===== src/rtl/lzss_decoder.sv =====
// lzss_decoder
//   Reconstructs a WORD_SIZE-bit word stream from (WORD_SIZE+1)-bit LZSS
//   tokens. A token with a clear MSB is a literal word; a token with a set MSB
//   is a back-reference (offset, length) into the last WINDOW_SIZE emitted
//   words. One decoded word per cycle when the sink keeps out_ready high.
//
// Ports
//   clk        rising-edge clock
//   rst        synchronous active-high reset
//   in_valid   token present on in_data
//   in_data    token: [WORD_SIZE] ref flag, literal in [WORD_SIZE-1:0],
//              ref offset in the top OFF_W bits, ref length in the low LEN_W bits
//   in_ready   token taken on in_valid && in_ready
//   out_valid  out_data holds a decoded word
//   out_data   decoded word (registered)
//   out_ready  sink takes the word on out_valid && out_ready
//   busy       high while a multi-word reference is being expanded
module lzss_decoder #(
  parameter int WORD_SIZE       = 8,
  parameter int WINDOW_SIZE     = 16,
  parameter int LOOK_AHEAD_SIZE = 4
) (
  input  logic                 clk,
  input  logic                 rst,
  input  logic                 in_valid,
  input  logic [WORD_SIZE:0]   in_data,
  output logic                 in_ready,
  output logic                 out_valid,
  output logic [WORD_SIZE-1:0] out_data,
  input  logic                 out_ready,
  output logic                 busy
);

  localparam int OFF_W = $clog2(WINDOW_SIZE);
  localparam int LEN_W = $clog2(LOOK_AHEAD_SIZE);
  localparam logic [LEN_W-1:0] LEN_ONE = LEN_W'(1);

  typedef enum logic {
    IDLE = 1'b0,
    COPY = 1'b1
  } state_t;

  state_t               r_state;
  state_t               w_state_next;
  logic [OFF_W-1:0]     r_off;
  logic [OFF_W-1:0]     w_off_next;
  logic [LEN_W-1:0]     r_rem;
  logic [LEN_W-1:0]     w_rem_next;
  logic                 r_out_valid;
  logic [WORD_SIZE-1:0] r_out_data;

  // hist[0] is the most recently emitted word
  logic [WORD_SIZE-1:0] r_hist [WINDOW_SIZE];

  logic                 w_slot_free;
  logic                 w_accept;
  logic                 w_is_ref;
  logic [OFF_W-1:0]     w_tok_off;
  logic [LEN_W-1:0]     w_tok_len;
  logic                 w_load;
  logic [WORD_SIZE-1:0] w_load_word;

  assign w_slot_free = !r_out_valid || out_ready;
  assign in_ready    = (r_state == IDLE) && w_slot_free;
  assign w_accept    = in_valid && in_ready;
  assign w_is_ref    = in_data[WORD_SIZE];
  assign w_tok_off   = in_data[WORD_SIZE-1 -: OFF_W];
  assign w_tok_len   = in_data[LEN_W-1:0];

  assign out_valid = r_out_valid;
  assign out_data  = r_out_data;
  assign busy      = (r_state == COPY);

  always_ff @(posedge clk) begin
    if (rst) begin
      r_state <= IDLE;
      r_off   <= '0;
      r_rem   <= '0;
    end else begin
      r_state <= w_state_next;
      r_off   <= w_off_next;
      r_rem   <= w_rem_next;
    end
  end

  always_comb begin
    w_state_next = r_state;
    w_off_next   = r_off;
    w_rem_next   = r_rem;
    w_load       = 1'b0;
    w_load_word  = '0;
    case (r_state)
      IDLE: begin
        if (w_accept) begin
          w_load = 1'b1;
          if (w_is_ref) begin
            // First word of the reference leaves on the accept edge; the
            // remaining len words are produced from COPY.
            w_load_word = r_hist[w_tok_off];
            w_off_next  = w_tok_off;
            w_rem_next  = w_tok_len;
            if (w_tok_len != '0) begin
              w_state_next = COPY;
            end
          end else begin
            w_load_word = in_data[WORD_SIZE-1:0];
          end
        end
      end
      COPY: begin
        if (w_slot_free) begin
          // The window shifts each load, so a fixed offset naturally handles
          // overlapping copies (distance < length).
          w_load      = 1'b1;
          w_load_word = r_hist[r_off];
          w_rem_next  = r_rem - LEN_ONE;
          if (r_rem == LEN_ONE) begin
            w_state_next = IDLE;
          end
        end
      end
      default: w_state_next = IDLE;
    endcase
  end

  always_ff @(posedge clk) begin
    if (rst) begin
      r_out_valid <= 1'b0;
      r_out_data  <= '0;
    end else if (w_load) begin
      r_out_valid <= 1'b1;
      r_out_data  <= w_load_word;
    end else if (out_ready) begin
      r_out_valid <= 1'b0;
    end
  end

  always_ff @(posedge clk) begin
    if (rst) begin
      for (int i = 0; i < WINDOW_SIZE; i++) begin
        r_hist[i] <= '0;
      end
    end else if (w_load) begin
      r_hist[0] <= w_load_word;
      for (int i = 1; i < WINDOW_SIZE; i++) begin
        r_hist[i] <= r_hist[i-1];
      end
    end
  end

endmodule


===== config.mk =====
export PLATFORM = sky130hd
export DESIGN_NAME = lzss_decoder
export DESIGN_NICKNAME = d
export VERILOG_FILES = /design/src/rtl/lzss_decoder.sv
export SDC_FILE = /design/constraint.sdc
export NUM_CORES = 1
export LEC_CHECK = 0
export BUFFER_PORTS_ARGS = -buffer_cell sky130_fd_sc_hd__clkbuf_2
export CAP_MARGIN = 10
export CORE_MARGIN = 1
export CORE_UTILIZATION = 60
export CTS_CLUSTER_DIAMETER = 60
export DETAILED_ROUTE_END_ITERATION = 16
export PLACE_DENSITY = 0.78
export SYNTH_ARGS = -nofsm -noshare
export SYNTH_HDL_FRONTEND = slang
export SYNTH_SLANG_ARGS = --single-unit

===== constraint.sdc =====
create_clock -name clk -period 6.4 [get_ports clk]
set_clock_uncertainty 0.15 [all_clocks]
set_input_delay 1.28 -clock clk [delete_from_list [all_inputs] [get_ports clk]]
set_output_delay 1.28 -clock clk [all_outputs]
set_load 0.005 [all_outputs]

==> metrics.csv, run 1 <==
metric,value,unit
Final setup violation count,0,
Post-Syn Area,7960,µm²
Root Buffer,clkbuf_16,
"Clk Latency, worst-skew pair",0.43,ns
final WL,18.0,mm
post_cts resized,0,
Die ar.,13700,µm²
First DRT Iteration DRCs,539,
count of hold-fix buffers inserted at cts,0,
vias,5287,
CP arrival,3.35,ns
worst hold slack,0.360,ns
worst reg-to-reg setup slack,3.75,ns
relative slew slack,0.303,
Worst Hold Path Cells,2,
"flops & latches, synth",148,
unrepaired setup endpoints after global routing,false,
core area,12800,µm²
syn_area_per_cell,12.4,µm²
pwr/cell area,292,nW/µm²
CTS tree,yes,
Tcrit/Tclk final,0.536,
CP Launch Type,input port,
Non-Filler Instances,830,
RR Endpoint,r_hist[0][3],
IO Pins,24,
Post-DP HPWL,11.2,mm
Crit Path Class,in -> reg,
vias in the first global route,5125,
drt pass-1 iters,5,
Static Leak,3.24,nW
H-tree levels,4,
max cap viols,0,
# diodes,0,
largest net degree at the start of global routing,73,
DIE WIDTH,117,µm
setup TNS,0,ns
Worst VDD drop,226,µV
sequential cell area fraction in the yosys report,0.533,
remaining routing DRC violations,0,
row count,41,
Least-Margin Pin Slew,1.04,ns
worst path required time,6.32,ns
Hold WC Path Type,reg -> reg,
synth warn,0,
Pins Over Slew Limit,0,
"Hold Violations, Final",0,
initial core utilization,0.623,
R2R depth,5,
crit end category,register,
Placed Cells incl. Taps,797,
ys async rst share,0,
Overflow after GRT,0,
post-route ant nets,0,
first-pass GRT wire length,28.3,mm
CTS Sinks,148,
FMAX,292,MHz
layout cell share with drive strength beyond 1,0.179,
most frequent cells in the layout,"128 x edfxtp_1, 76 x mux2i_1, 74 x and2_1",
GR Util All Layers,0.284,
Most used DFF post-synth,edfxtp_1,
DR vias/cell,6.37,
Post-synth EDFFs,128,
CTS Buf Count,17,
Area Growth Syn to Fin,8.97,%
"most common cell after layout, fill and taps aside",edfxtp_1,
initial antenna violation count,0,
peak fanout along the critical path,67,
clock slew at reported path FFs,0.06,ns
fin util,0.679,
Final min period,3.43,ns
post-CTS setup buffer count,0,
Port-buffer cells,23,
Yosys cell types,51,
Gate Count Post-Synth,640,
WL/cell,21.7,µm
nets,659,
syn nets,654,
Die Span Y,117,µm
Hold Startpoint,r_off[1],
Filler Cell Count,919,
status,finished clean,
routability cong.,0.855,
Max Buffers Root-to-Sink,2,
worst max-delay path by stage:
stage / start / endpoint / slack, ns / cells past startpoint
2_1_floorplan: rst / r_hist[0][0] / 0.79 / 3
3_3_place_gp: rst / r_hist[7][2] / 2.59 / 4
3_5_place_dp: rst / r_hist[7][2] / 2.52 / 4
4_1_cts: rst / r_hist[2][3] / 2.97 / 4
5_1_grt: rst / r_hist[6][3] / 2.85 / 4
6_report: rst / r_hist[2][3] / 2.97 / 4
logic make-up after synthesis:
logic type | synth area share
buf+inv | 0.0393
fa+ha+maj | 0.00157
flops | 0.533
compound gates | 0.0883
mux | 0.174
simple gates | 0.164
layout make-up:
class / count / area [µm²] / share of cell area
Tap cell: 172 / 215 / 0.0248
Multi-Input combinational cell: 444 / 3410 / 0.393
Clock inverter: 13 / 148 / 0.0170
Inverter: 2 / 7.51 / 0.000865
Clock buffer: 19 / 453 / 0.0522
Sequential cell: 148 / 4250 / 0.489
Timing Repair Buffer: 32 / 195 / 0.0225
synthesized netlist by cell type, types with 4 or more instances:
| cell | instances | area share |
|---|---|---|
| buf_6 | 4 | 0.0057 |
| nand2_1 | 17 | 0.0080 |
| nand2b_1 | 9 | 0.0071 |
| o22ai_1 | 13 | 0.010 |
| a31oi_1 | 13 | 0.010 |
| mux2_2 | 34 | 0.048 |
| buf_4 | 11 | 0.010 |
| edfxtp_1 | 128 | 0.48 |
| a211oi_1 | 9 | 0.0085 |
| mux4_1 | 4 | 0.013 |
| and2_1 | 74 | 0.058 |
| o211ai_1 | 5 | 0.0047 |
| a22o_1 | 11 | 0.012 |
| mux2i_1 | 76 | 0.096 |
| a22oi_1 | 11 | 0.010 |
| mux4_2 | 6 | 0.017 |
| nor3_1 | 16 | 0.010 |
| buf_2 | 7 | 0.0044 |
| nor2b_1 | 64 | 0.050 |
| clkbuf_1 | 15 | 0.0071 |
| o21ai_0 | 7 | 0.0044 |
| dfxtp_1 | 20 | 0.050 |
| a21oi_1 | 17 | 0.011 |
| nor2_1 | 18 | 0.0085 |
| nand3_1 | 5 | 0.0031 |
| nand3b_1 | 4 | 0.0038 |
sequential cells by signal, indices dropped and copies added, names as in the netlist, named ones only:
name	flops
r_off	4
r_hist	128
out_data	8
r_rem	2
busy	1
out_valid	1
worst max-delay path: stages:
cell,delay [ns]
clkbuf_2,0.08
buf_4,0.59
nand2b_4,0.80
buf_4,0.55
stage by stage:
stage	power (mW)	setup WS, ns	area (µm²)
CTS	2.53	2.97	8660
finish	2.53	2.97	8680
detailed placement	1.52	2.52	8060
floorplan	1.45	0.793	7960
global placement	1.51	2.59	8060
global route	2.61	2.85	8680
where the power goes:
part	internal [mW]	switching (mW)	leakage, nW
clock	0.600	0.415	0.295
combinational	0.132	0.163	1.37
sequential	1.15	0.0691	1.57
per-layer routing:
layer	share of wire	vias to the layer above	wire, µm	track usage
met5	0	-	0	0
met1	0.43	2607	7670	0.370
met2	0.47	216	8420	0.438
met4	0.037	0	670	0.147
met3	0.070	54	1260	0.0747
li1	-	2410	-	-
Note: power is estimated with default switching activity, not from simulation.
==> run 2, diff against run 1 <==
- clock period: 6.4 -> 3.26 ns (I/O delays scaled with it)
==> run 2 against run 1 <==
Net effect:
- critical path depth increased by 2
- combinational power up 100%
- critical path type is now reg -> reg
- via count grew 1.6%
- setup slack got worse by 2.3 ns
- hold slack got worse by 0.028 ns
- sequential share of layout area decreased by 0.38 points
- die area unchanged
- clock power increased by 87%
- register-to-register slack got worse by 3.0 ns
- sequential cell count is the same
- sequential power up 97%
- critical endpoint is now r_hist[0][2]
==> metrics.csv, run 2 (same netlist as run 1, synthesis figures left out) <==
metric,value,unit
Static Leak,3.28,nW
setup TNS,0,ns
Port-buffer cells,23,
DIE WIDTH,117,µm
Hold Path End,out_data[2],
Least-Margin Pin Slew,0.724,ns
most frequent cells in the layout,"128 x edfxtp_1, 76 x mux2i_1, 74 x and2_1",
Filler Cell Count,933,
drt pass-1 iters,5,
peak fanout along the critical path,14,
CTS Buf Count,17,
remaining routing DRC violations,0,
Tcrit/Tclk final,0.780,
final instance area,8750,µm²
max cap viols,0,
post-CTS setup buffer count,0,
Pins Over Slew Limit,0,
CTS tree,yes,
layout cell share with drive strength beyond 1,0.183,
Placed Cells incl. Taps,806,
number of flip-flops in the largest register,128,
unrepaired setup endpoints after global routing,false,
vias,5369,
Max Buffers Root-to-Sink,2,
Hold Startpoint,out_data[2],
Die ar.,13700,µm²
pwr/cell area,562,nW/µm²
crit end category,register,
Hold WC Path Type,reg -> reg,
Placement Cell Area,8170,µm²
CP arrival,2.56,ns
FMAX,393,MHz
status,finished clean,
Die Span Y,117,µm
relative slew slack,0.517,
worst reg-to-reg setup slack,0.72,ns
row count,41,
DR vias/cell,6.41,
Tot Pwr,4.91,mW
Worst Hold Path Cells,2,
"Clk Latency, worst-skew pair",0.42,ns
Root Buffer,clkbuf_16,
Overflow after GRT,0,
Post-DP HPWL,11.9,mm
Crit Path Class,reg -> reg,
clock slew at reported path FFs,0.06,ns
count of hold-fix buffers inserted at cts,0,
largest net degree at the start of global routing,73,
Non-Filler Instances,838,
post_cts resized,0,
nets,667,
first-pass GRT wire length,29.5,mm
largest register by flop count,r_hist,
worst hold slack,0.332,ns
initial antenna violation count,0,
CP Launch Type,register,
RR Endpoint,r_hist[0][2],
final WL,18.6,mm
CTS Sinks,148,
worst path required time,3.28,ns
"Hold Violations, Final",0,
vias in the first global route,5363,
First DRT Iteration DRCs,440,
Register Area,4250,µm²
IO Pins,24,
"most common cell after layout, fill and taps aside",edfxtp_1,
initial core utilization,0.623,
Final setup violation count,0,
Area Growth Syn to Fin,9.84,%
Final min period,2.54,ns
# diodes,0,
routability cong.,0.898,
GR Util All Layers,0.294,
core area,12800,µm²
WL/cell,22.2,µm
H-tree levels,4,
multi-input logic area,3410,µm²
Worst VDD drop,694,µV
post-route ant nets,0,
R2R depth,6,
==> run 2: layout make-up <==
type | instances | area share
tap | 172 | 0.0246
clock inverter | 10 | 0.0123
inverter | 2 | 0.000858
clock buffer | 22 | 0.0531
sequential | 148 | 0.485
multi-input combinational | 444 | 0.390
timing repair buffer | 40 | 0.0335
==> run 2: worst max-delay path, stage by stage (launching register included) <==
cell and delay [ns]:
dfxtp_1 0.64, buf_4 0.34, nand2_1 0.31, o22ai_1 0.30, nor3_1 0.08, nor3_1 0.32
a21oi_1 0.13
==> run 2: power breakdown <==
part	leakage [nW]	internal [mW]	switching (mW)
sequential	1.57	2.26	0.141
clock	0.277	1.16	0.753
combinational	1.43	0.273	0.328
total	3.28	3.69	1.22
==> run 2: how the worst max path moves through the flow <==
stage	cells after the start	to	slack, ns
2_1_floorplan	3	r_hist[0][0]	0.49
3_3_place_gp	7	r_hist[0][6]	0.50
3_5_place_dp	7	r_hist[0][6]	0.44
4_1_cts	6	r_hist[0][2]	0.73
5_1_grt	6	r_hist[0][2]	0.60
6_report	6	r_hist[0][2]	0.72
==> run 2: routing by layer <==
| layer | track usage | wire length [µm] | up-vias |
|---|---|---|---|
| met2 | 0.441 | 8610 | 243 |
| met4 | 0.131 | 592 | 0 |
| li1 | - | - | 2421 |
| met5 | 0 | 0 | - |
| met1 | 0.409 | 8100 | 2659 |
| met3 | 0.0711 | 1340 | 46 |
==> run 2: stage by stage <==
step                      setup WS, ns  utilization
final                            0.717        0.685
after global routing             0.601        0.685
after CTS                        0.726        0.685
after detailed placement         0.436        0.640
after global placement           0.504        0.640
after floorplan                  0.490            -
==> run 3, diff against run 2 <==
- clock period: 3.26 -> 2.6 ns (I/O delays scaled with it)
==> run 3 against run 2 <==
Net effect:
- core utilization up 1.1 points
- register-to-register slack worse by 0.57 ns
- routed wire length rose by 3.3%
- critical path depth shrank 1
- setup slack lost 0.57 ns
- final cell count up 1.7%
- final area rose by 1.6%
- combinational power up 31%
- sequential power increased by 25%
- fmax is 3.7% higher
- total power is 25% higher
- clock-buffer cell count down 3
- largest cell class unchanged
==> metrics.csv, run 3 (same netlist as run 1, synthesis figures left out) <==
metric,value,unit
status,finished clean,
first-pass GRT wire length,30.0,mm
unrepaired setup endpoints after global routing,false,
R2R depth,5,
Die ar.,13700,µm²
largest register by flop count,r_hist,
Logic pwr share,0.128,
gate family responsible for the most delay along the worst path,flip-flops,
Root Buffer,clkbuf_16,
# diodes,0,
routability cong.,0.838,
IO Pins,24,
"Hold Violations, Final",0,
Sw Ratio,0.249,
Final setup violation count,0,
"Buf+Inv Stages, Crit Path",0,
Hold WC Path Type,in -> reg,
core area,12800,µm²
Crit Path Class,reg -> reg,
cell internal pwr,4.61,mW
fin util,0.696,
max cap viols,0,
nets,682,
Tot Pwr,6.14,mW
Area Growth Syn to Fin,11.6,%
Die Span Y,117,µm
PnR worst setup slack,0.147,ns
initial core utilization,0.623,
worst reg-to-reg setup slack,0.15,ns
count of hold-fix buffers inserted at cts,0,
peak fanout along the critical path,15,
vias,5488,
First DRT Iteration DRCs,544,
final WL,19.3,mm
initial antenna violation count,0,
WL/cell,22.6,µm
CTS Buf Count,17,
Port-buffer cells,23,
"most used cell, CP",nor3_1,
DR vias/cell,6.44,
Pins Over Slew Limit,0,
layout cell share with drive strength beyond 1,0.199,
largest net degree at the start of global routing,73,
post-CTS setup buffer count,0,
H-tree levels,4,
row count,41,
remaining routing DRC violations,0,
crit path max-delay cell type,dfxtp_1,
Max Buffers Root-to-Sink,2,
crit path to,r_hist[0][3],
pre-CTS setup slack,0.113,ns
number of flip-flops in the largest register,128,
Tcrit/Tclk final,0.943,
NetSw,1.53,mW
Reg power frac,0.489,
vias in the first global route,5403,
CTS Sinks,148,
worst hold slack,0.278,ns
crit end category,register,
max incr delay on CP,0.82,ns
Post-DP HPWL,12.5,mm
worst path required time,2.61,ns
Least-Margin Pin Slew,0.773,ns
DIE WIDTH,117,µm
relative slew slack,0.484,
"most common cell after layout, fill and taps aside",edfxtp_1,
Levels on crit path,5,
pwr/cell area,691,nW/µm²
Clock power frac,0.382,
most frequent cells in the layout,"128 x edfxtp_1, 76 x mux2i_1, 74 x and2_1",
CP arrival,2.47,ns
CTS tree,yes,
setup TNS,0,ns
RR Endpoint,r_hist[0][3],
CP Launch Type,register,
Overflow after GRT,0,
post_cts resized,0,
Final min period,2.45,ns
FMAX,408,MHz
clock slew at reported path FFs,0.06,ns
drt pass-1 iters,5,
CP cell instances,nand2_1 -> o22ai_1 -> nor3_1 -> nor3_1 -> a21oi_1,
post-route ant nets,0,
GR Util All Layers,0.303,
Worst VDD drop,517,µV
Static Leak,3.36,nW
"Clk Latency, worst-skew pair",0.43,ns
[run 3: final cells by class]
cell class                      instances  area, µm²
Clock buffer                           19        443
Multi-Input combinational cell        444       3410
Timing Repair Buffer                   55        450
Clock inverter                         12        114
Inverter                                2       7.51
Sequential cell                       148       4250
Fill cell                             927       3880
Tap cell                              172        215
[run 3: how the worst min path moves through the flow]
stage / from / endpoint / slack [ns] / depth (start not counted)
floorplan: r_rem[0] / r_rem[0] / 0.31 / 1
global placement: r_rem[0] / r_rem[0] / 0.32 / 1
detailed placement: out_data[3] / out_data[3] / 0.33 / 2
CTS: in_valid / out_valid / 0.24 / 3
global route: in_valid / out_valid / 0.28 / 3
finish: in_valid / out_valid / 0.28 / 3
[run 3: stage by stage]
stage | cells | area, µm²
2_1_floorplan | 640 | 7970
6_report | 852 | 8890
3_3_place_gp | 820 | 8300
4_1_cts | 851 | 8860
3_5_place_dp | 820 | 8300
5_1_grt | 852 | 8890
[run 3: worst min-delay path, cell delays in order]
cell      delay (ns)
clkbuf_2        0.15
nor3_1          0.07
nor2_1          0.08
[run 3: metal layers]
layer  GRT usage  vias to the layer above  part of all wire
met2       0.473                      209              0.48
met5           0                        -                 0
met1       0.407                     2795              0.43
li1            -                     2451                 -
met3      0.0752                       33             0.068
met4       0.122                        0             0.022
[run 3: power groups by stage]
stage | sequential, mW | clock, mW | combinational (mW)
CTS | 3.00 | 2.37 | 0.778
floorplan | 2.97 | 0 | 0.576
finish | 3.00 | 2.35 | 0.789
detailed placement | 3.04 | 0 | 0.772
global placement | 3.02 | 0 | 0.743
global route | 3.03 | 2.46 | 0.848
